===== src/rtl/aes_pkg.sv =====
// rtl/aes_pkg.sv - shared state, source-select and orientation constants for the AES round datapath
package aes_pkg;
    localparam int NR_DEFAULT = 10;

    typedef enum logic [2:0] {
        ST_IDLE,
        ST_LOAD,
        ST_ARK,
        ST_SUB,
        ST_SHIFT,
        ST_MIX,
        ST_OUT
    } aes_state_t;

    localparam logic [2:0] SRC_LOAD  = 3'd0;
    localparam logic [2:0] SRC_SUB   = 3'd1;
    localparam logic [2:0] SRC_SHIFT = 3'd2;
    localparam logic [2:0] SRC_MIX   = 3'd3;
    localparam logic [2:0] SRC_ARK   = 3'd4;

    localparam logic ROW = 1'b0;
    localparam logic COL = 1'b1;
endpackage


===== src/rtl/aes_word_step.sv =====
// rtl/aes_word_step.sv - per-phase word index counter with qualifier gating and last-word detect
module aes_word_step (
    input  logic       clk,
    input  logic       reset_n,
    input  logic       active,
    input  logic       qual,
    input  logic       wrap_to_one,
    output logic [1:0] idx,
    output logic       last
);
    assign last = (idx == 2'd3);

    // Leaving SUB wraps to 1 because ShiftRows never touches row 0.
    always_ff @(posedge clk or negedge reset_n) begin
        if (!reset_n) begin
            idx <= 2'd0;
        end else if (!active) begin
            idx <= 2'd0;
        end else if (qual) begin
            idx <= (last && wrap_to_one) ? 2'd1 : idx + 2'd1;
        end
    end
endmodule


===== src/rtl/aes_round_seq.sv =====
// rtl/aes_round_seq.sv - AES-128 encrypt round sequencer driving the state-matrix controls
module aes_round_seq
    import aes_pkg::*;
#(
    parameter int NR = NR_DEFAULT,
    parameter int RW = 4
) (
    input  logic          clk,
    input  logic          reset_n,
    input  logic          start,
    output logic          busy,
    output logic          done,
    input  logic          in_valid,
    output logic          in_ready,
    output logic          out_valid,
    input  logic          out_ready,
    output logic          rk_req,
    output logic [RW-1:0] rk_round,
    output logic [1:0]    rk_col,
    input  logic          rk_valid,
    output logic [1:0]    mat_in_idx,
    output logic          mat_in_row_col,
    output logic          mat_we,
    output logic [1:0]    mat_out_idx,
    output logic          mat_out_row_col,
    output logic [2:0]    src_sel,
    output logic [1:0]    shift_amt,
    output logic [RW-1:0] round
);
    aes_state_t    state_q, state_d;
    logic [RW-1:0] round_q;
    logic [1:0]    idx;
    logic          last;
    logic          qual;
    logic          writes;
    logic          row_col;

    aes_word_step u_step (
        .clk         (clk),
        .reset_n     (reset_n),
        .active      (state_q != ST_IDLE),
        .qual        (qual),
        .wrap_to_one (state_q == ST_SUB),
        .idx         (idx),
        .last        (last)
    );

    always_ff @(posedge clk or negedge reset_n) begin
        if (!reset_n) begin
            state_q <= ST_IDLE;
        end else begin
            state_q <= state_d;
        end
    end

    // The round advances only on ARK -> SUB, so the final ARK keeps round = NR.
    always_ff @(posedge clk or negedge reset_n) begin
        if (!reset_n) begin
            round_q <= '0;
        end else if (state_q == ST_IDLE && start) begin
            round_q <= '0;
        end else if (state_q == ST_ARK && rk_valid && last && round_q != RW'(NR)) begin
            round_q <= round_q + 1'b1;
        end
    end

    always_comb begin
        state_d   = state_q;
        qual      = 1'b0;
        writes    = 1'b0;
        in_ready  = 1'b0;
        out_valid = 1'b0;
        rk_req    = 1'b0;
        done      = 1'b0;
        row_col   = ROW;
        src_sel   = SRC_LOAD;
        shift_amt = 2'd0;
        case (state_q)
            ST_IDLE: begin
                if (start) state_d = ST_LOAD;
            end
            ST_LOAD: begin
                in_ready = 1'b1;
                row_col  = COL;
                qual     = in_valid;
                writes   = 1'b1;
                if (qual && last) state_d = ST_ARK;
            end
            ST_ARK: begin
                rk_req  = 1'b1;
                row_col = COL;
                src_sel = SRC_ARK;
                qual    = rk_valid;
                writes  = 1'b1;
                if (qual && last) state_d = (round_q == RW'(NR)) ? ST_OUT : ST_SUB;
            end
            ST_SUB: begin
                row_col = COL;
                src_sel = SRC_SUB;
                qual    = 1'b1;
                writes  = 1'b1;
                if (last) state_d = ST_SHIFT;
            end
            ST_SHIFT: begin
                row_col   = ROW;
                src_sel   = SRC_SHIFT;
                shift_amt = idx;
                qual      = 1'b1;
                writes    = 1'b1;
                if (last) state_d = (round_q < RW'(NR)) ? ST_MIX : ST_ARK;
            end
            ST_MIX: begin
                row_col = COL;
                src_sel = SRC_MIX;
                qual    = 1'b1;
                writes  = 1'b1;
                if (last) state_d = ST_ARK;
            end
            ST_OUT: begin
                out_valid = 1'b1;
                row_col   = COL;
                qual      = out_ready;
                done      = out_ready && last;
                if (qual && last) state_d = ST_IDLE;
            end
            default: state_d = ST_IDLE;
        endcase
    end

    assign busy            = (state_q != ST_IDLE);
    assign mat_we          = writes && qual;
    assign mat_in_idx      = idx;
    assign mat_out_idx     = idx;
    assign mat_in_row_col  = row_col;
    assign mat_out_row_col = row_col;
    assign rk_round        = (state_q == ST_ARK) ? round_q : '0;
    assign rk_col          = (state_q == ST_ARK) ? idx : 2'd0;
    assign round           = round_q;
endmodule


===== config.mk =====
export PLATFORM = sky130hd
export DESIGN_NAME = aes_round_seq
export DESIGN_NICKNAME = d
export VERILOG_FILES = /design/src/rtl/aes_pkg.sv /design/src/rtl/aes_word_step.sv /design/src/rtl/aes_round_seq.sv
export SDC_FILE = /design/constraint.sdc
export NUM_CORES = 1
export LEC_CHECK = 0
export CAP_MARGIN = 10
export CORE_UTILIZATION = 46
export CTS_CLUSTER_SIZE = 10
export DETAILED_ROUTE_END_ITERATION = 7
export HOLD_SLACK_MARGIN = 0.15
export PLACE_DENSITY = 0.84
export SETUP_SLACK_MARGIN = 0.5
export SLEW_MARGIN = 0
export SYNTH_ARGS = -nofsm -noshare
export SYNTH_HDL_FRONTEND = slang
export SYNTH_SLANG_ARGS = --single-unit

===== constraint.sdc =====
create_clock -name clk -period 3 [get_ports clk]
set_input_delay 0.6 -clock clk [delete_from_list [all_inputs] [get_ports clk]]
set_output_delay 0.6 -clock clk [all_outputs]
set_load 0.005 [all_outputs]

After elaboration in Yosys (flattened, before gate mapping)
Cells that the tools add are included.
{"block": "word_totals", "inputBits": 6, "wordCells": 65, "output_inout_bits": 27, "regBits": 9}
{"block": "op_classes", "n_lt_le_gt_ge": 1, "n_mux": 26, "addsub": 2, "reduce_logical": 16, "n_eq_ne": 17}
{"cell": "$mux 3", "n": 9}
{"cell": "$pmux 3 s7", "n": 1}
{"cell": "$ne 2x2->1 const B", "n": 7}
{"cell": "$mux 4", "n": 3}
{"cell": "$pmux 3 s4", "n": 1}
{"cell": "$mux 2", "n": 5}
{"cell": "$reduce_or 5->1", "n": 2}
{"cell": "$eq 3x3->1 const B", "n": 3}
{"cell": "$logic_and 1x1->1", "n": 9}
{"cell": "$reduce_and 7->1", "n": 1}
{"cell": "$eq 3x2->1 const B", "n": 2}
{"cell": "$mux 1", "n": 6}
{"cell": "$add 4x1->4 const B", "n": 1}
{"cell": "$eq 4x4->1 const B", "n": 1}
{"cell": "$lt 4x4->1 const B", "n": 1}
{"cell": "$ne 4x4->1 const B", "n": 1}
{"cell": "$pmux 1 s4", "n": 1}
{"cell": "$eq 3x1->1 const B", "n": 1}
{"cell": "$logic_not 3->1", "n": 1}
{"cell": "$reduce_bool 3->1", "n": 1}
{"cell": "$reduce_or 3->1", "n": 1}
{"cell": "$add 2x1->2 const B", "n": 1}
{"cell": "$eq 2x2->1 const B", "n": 1}
{"cell": "$ne 2x1->1 const B", "n": 1}
{"cell": "$reduce_bool 2->1", "n": 1}

Logic depth before layout (Yosys ltp)
{"block": "logic_depth", "word_depth": 6, "mapped_depth": 6}

Cells and area by module
Synthesis repeated with hierarchy kept, for this count alone.
{"block": "hier_totals", "hier_cells": 93, "area_unflattened_um2": 773.2}
{"mod": "aes_round_seq", "cells_each": 85, "instances": 1, "area_per_inst_um2": 679.4}
{"mod": "aes_word_step", "cells_each": 8, "instances": 1, "area_per_inst_um2": 93.8}

Least setup slack after synthesis
OpenSTA, ideal clock, no wires.
{"block": "synth_path", "path_type": "reg-to-output", "startpoint": "register state_q[0]", "endpoint": "output mat_out_row_col", "arrival_ps": 1254, "path_buffers": 3, "stages_incl_launch_ff": 6, "path_slack_ps": 1146, "cell_sequence": "dfrtp_1 > buf_2 > buf_1 > nor2_1 > a21oi_1 > buf_4"}
{"block": "synth_between", "elab_chain_len": 3}
{"element": "start, declared", "line_no": "aes_round_seq.sv:30", "rtl": "aes_state_t state_q, state_d;"}
{"element": "start signal, assigned", "line_no": "aes_round_seq.sv:52", "rtl": "state_q <= state_d;"}
{"element": "$eq 3x2->1 (tied with other cells)", "line_no": "aes_round_seq.sv:78", "rtl": "case (state_q)"}
{"element": "$reduce_or 5->1 (no line) *"}
{"element": "$mux 1 *", "line_no": "aes_round_seq.sv:78"}
{"element": "end, declared", "line_no": "aes_round_seq.sv:25", "rtl": "output logic mat_out_row_col,"}
Every way passes the cells marked *; elsewhere a longest branch is shown, timed or not.

Final worst setup path
{"block": "layout_path", "startpoint": "input in_valid", "endpoint": "output mat_we"}
{"block": "layout_between", "elab_chain_len": 2}
{"element": "start, declared", "line_no": "aes_round_seq.sv:13", "rtl": "input logic in_valid,"}
{"element": "$pmux 1 s4", "line_no": "aes_round_seq.sv:78"}
{"element": "$logic_and 1x1->1", "line_no": "aes_round_seq.sv:131", "rtl": "assign mat_we = writes && qual;"}
{"element": "end, declared", "line_no": "aes_round_seq.sv:23", "rtl": "output logic mat_we,"}
Every way passes these cells.

==> results.md <==
- Status: completed
- Placed Instances: 153
- Routed len/inst: approximately 14 um
- CP arrival: 1.93 ns
- Most common cell after layout, fill and taps aside: clkdlybuf4s50_1
- Sequential-to-total area share from yosys stat: 27.4%
- HPWL Detailed: between 1500 and 2000 um
- CP max stage delay: roughly 0.50 ns
- # setup viols final: 0
- Post-synth EDFFs: 0
- Core Rows: 14
- CP cell instances: clkdlybuf4s50_1, a21oi_1, a32oi_1, and3_1, dlygate4sd2_1
- Vias per cell: roughly 5.5
- Crit Path Class: in2out
- F_max: between 300 and 400 MHz
- Worst Tran Pin Value: between 0.4 and 0.5 ns
- Post-Syn Nets: approximately 110
- Worst-case clock buffer depth: 2
- TritonRoute pass-1 iters: 4
- GRT overflow: 0
- Top-level I/O count: 33
- Cts bufs inserted: 3
- # diodes: 0
- CTS tree: yes
- Slew Viols, Final: 0
- Area grow syn2layout: 49.7%
- Mapped cell area: roughly 820 um^2
- Fin crit share: a little over four fifths
- IO buf count: 32
- Die X-Extent: 44.2 um
- Worst slew margin: 72.8%
- Worst-path clk slew: about 0.070 ns
- Seq cells post-synth: 9
- Most frequent cells in the layout: 31 x clkdlybuf4s50_1, 10 x nor2_1, 9 x buf_4
- Final min period: between 2 and 3 ns
- Worst Clk Skew: around 0.0085 ns
- HP Class: in2async
- Starting Density: between 50% and 60%
- Die area: 1960 um^2
- PwrDens: approximately 1000 nW/um^2
- Clock Sink Count: 9
- Max IR drop VDD: approximately 0.00070 V
- H-tree Lvls: 1
- Warnings from Yosys: 0
- Ys flop type: dfrtp_1
- Die Height: about 44 um
- Largest net degree at the start of global routing: 19
- DR iter-0 viols: 19
- CP max FO: 3
- First-pass GRT wire length: 3320 um
- Via count: ~900
- RSZ-0062 raised after global routing: yes
- Vias in the first global route: between 700 and 800
- GPL Wtd Cong: between 0.7 and 0.8
- Core ar.: between 1500 and 2000 um^2
- Startpoint types: primary input
- Worst EP required: around 2.4 ns
- Final Hold Violating Endpoints: 0
- Post-Route WL: around 2400 um
- Initial antenna violation count: 0
- Root Driver: clkbuf_4
- FFs w/ async S/R, synth: 100%
- Routed Antenna Nets: 0
- Global-route usage over all layers: approximately 22%
- Mapped Avg Cell Area: slightly below 8 um^2
- Clock insertion delay at the later pin of the skew report: about 0.27 ns
- Layout Nets: 149
- Mapped Cells: about 100
- Layout cell share with drive strength beyond 1: about 17%
- Critical path capture point type: primary output
- # Max-Cap Violations: 0
- Final TNS setup: 0 ns
- DRC viols: 0
- Layout filler cell count: 103
- CP max-delay cell: clkdlybuf4s50_1
- Final Non-Filler Cells: between 150 and 200
- Distinct cells, synth: 36
- Final Util: around 77%
- # hold bufs at CTS: 0
- P_leak: about 0.50 nW
[final timing paths]
check / to / slack (ns) / start / cells past startpoint
worst max-delay path: mat_we / 0.47 / in_valid / 5
worst min-delay path: round[0] / 0.62 / reset_n / 1
worst max register to register: round[3] / 1.21 / round[0] / 6
worst min register to register: round[3] / 0.62 / round[3] / 2
max in group asynchronous: state_q[0] / 2.05 / reset_n / 1
min in group clk: round[3] / 0.62 / round[3] / 2
[flip-flops by register name (all words and copies together), names as in the netlist]
| signal | cells |
|---|---|
| state_q | 3 |
| u_step.idx | 2 |
| round | 4 |
[report_power, final]
group	internal (W)	switching [W]
Sequential	0.000178	0.000103
Combinational	0.000496	0.000396
Clock	0.0000515	0.0000465
Total	0.000725	0.000546
[cells in the mapped netlist (2+ instances only)]
cell type | count | area share [%]
nand3_1 | 3 | 1.8
o21ai_0 | 7 | 4.3
o21a_1 | 2 | 1.8
a21oi_1 | 5 | 3.0
nor2b_1 | 3 | 2.3
nor3_1 | 3 | 1.8
a211oi_1 | 3 | 2.7
a31oi_1 | 3 | 2.3
nand2b_1 | 2 | 1.5
nor2_1 | 10 | 4.6
nor3b_2 | 2 | 3.0
inv_1 | 6 | 2.7
ha_1 | 3 | 4.6
buf_4 | 5 | 4.6
nand2_1 | 5 | 2.3
and2_1 | 8 | 6.1
a32oi_1 | 2 | 2.1
clkbuf_1 | 3 | 1.4
dfrtp_1 | 9 | 27
and3_1 | 4 | 3.0
[per-layer routing]
metal	routed length, um	vias to the layer above	GRT usage [%]
met5	0	-	0
met1	1070	435	28.6
met3	126	6	6.94
met2	1130	31	37.4
li1	-	432	-
met4	25	0	3.64
[critical path, delay by kind of cell]
kind,cells,cell delay [ns]
buffers and inverters,2,0.73
and+or+nand+nor,1,0.20
AOI/OAI and AO/OA,2,0.40
[cell type report]
type                    instances  area [um^2]  share of cell area (%)
multi-input cells              78          527                    42.9
well taps                      24         30.0                    2.44
flip-flops and latches          9          231                    18.8
repair buffers                 42          392                    31.9
clock buffers                   4         26.3                    2.14
inverters                       6         22.5                    1.83
[per-stage QoR]
| stage | area, um^2 | hold slack, ns | power (W) | worst slack [ns] |
|---|---|---|---|---|
| 2_1_floorplan | 821 | 0.304 | 0.000737 | 1.15 |
| 3_3_place_gp | 1130 | 0.585 | 0.00104 | 0.313 |
| 3_5_place_dp | 1130 | 0.607 | 0.00105 | 0.282 |
| 4_1_cts | 1180 | 0.623 | 0.00117 | 0.503 |
| 5_1_grt | 1230 | 0.659 | 0.00136 | 0.399 |
| 6_report | 1230 | 0.619 | 0.00127 | 0.471 |
[what timing repair did]
action | 4_1_cts | 5_1_grt
gates resized for setup | 3 | 7
setup buffers | 2 | 4
setup endpoints to repair | 8 | 12
pin swaps | 3 | 2
[logic make-up after synthesis]
family / share of synthesized area [%]
DFF: 27.4
muxes: 1.22
AOI/OAI and AO/OA: 23.0
buffers and inverters: 11.1
and+or+nand+nor: 30.5
xor gates and xnor gates: 2.13
adders and majority gates: 4.57
No activity file was read; power rests on OpenSTA's default activity.
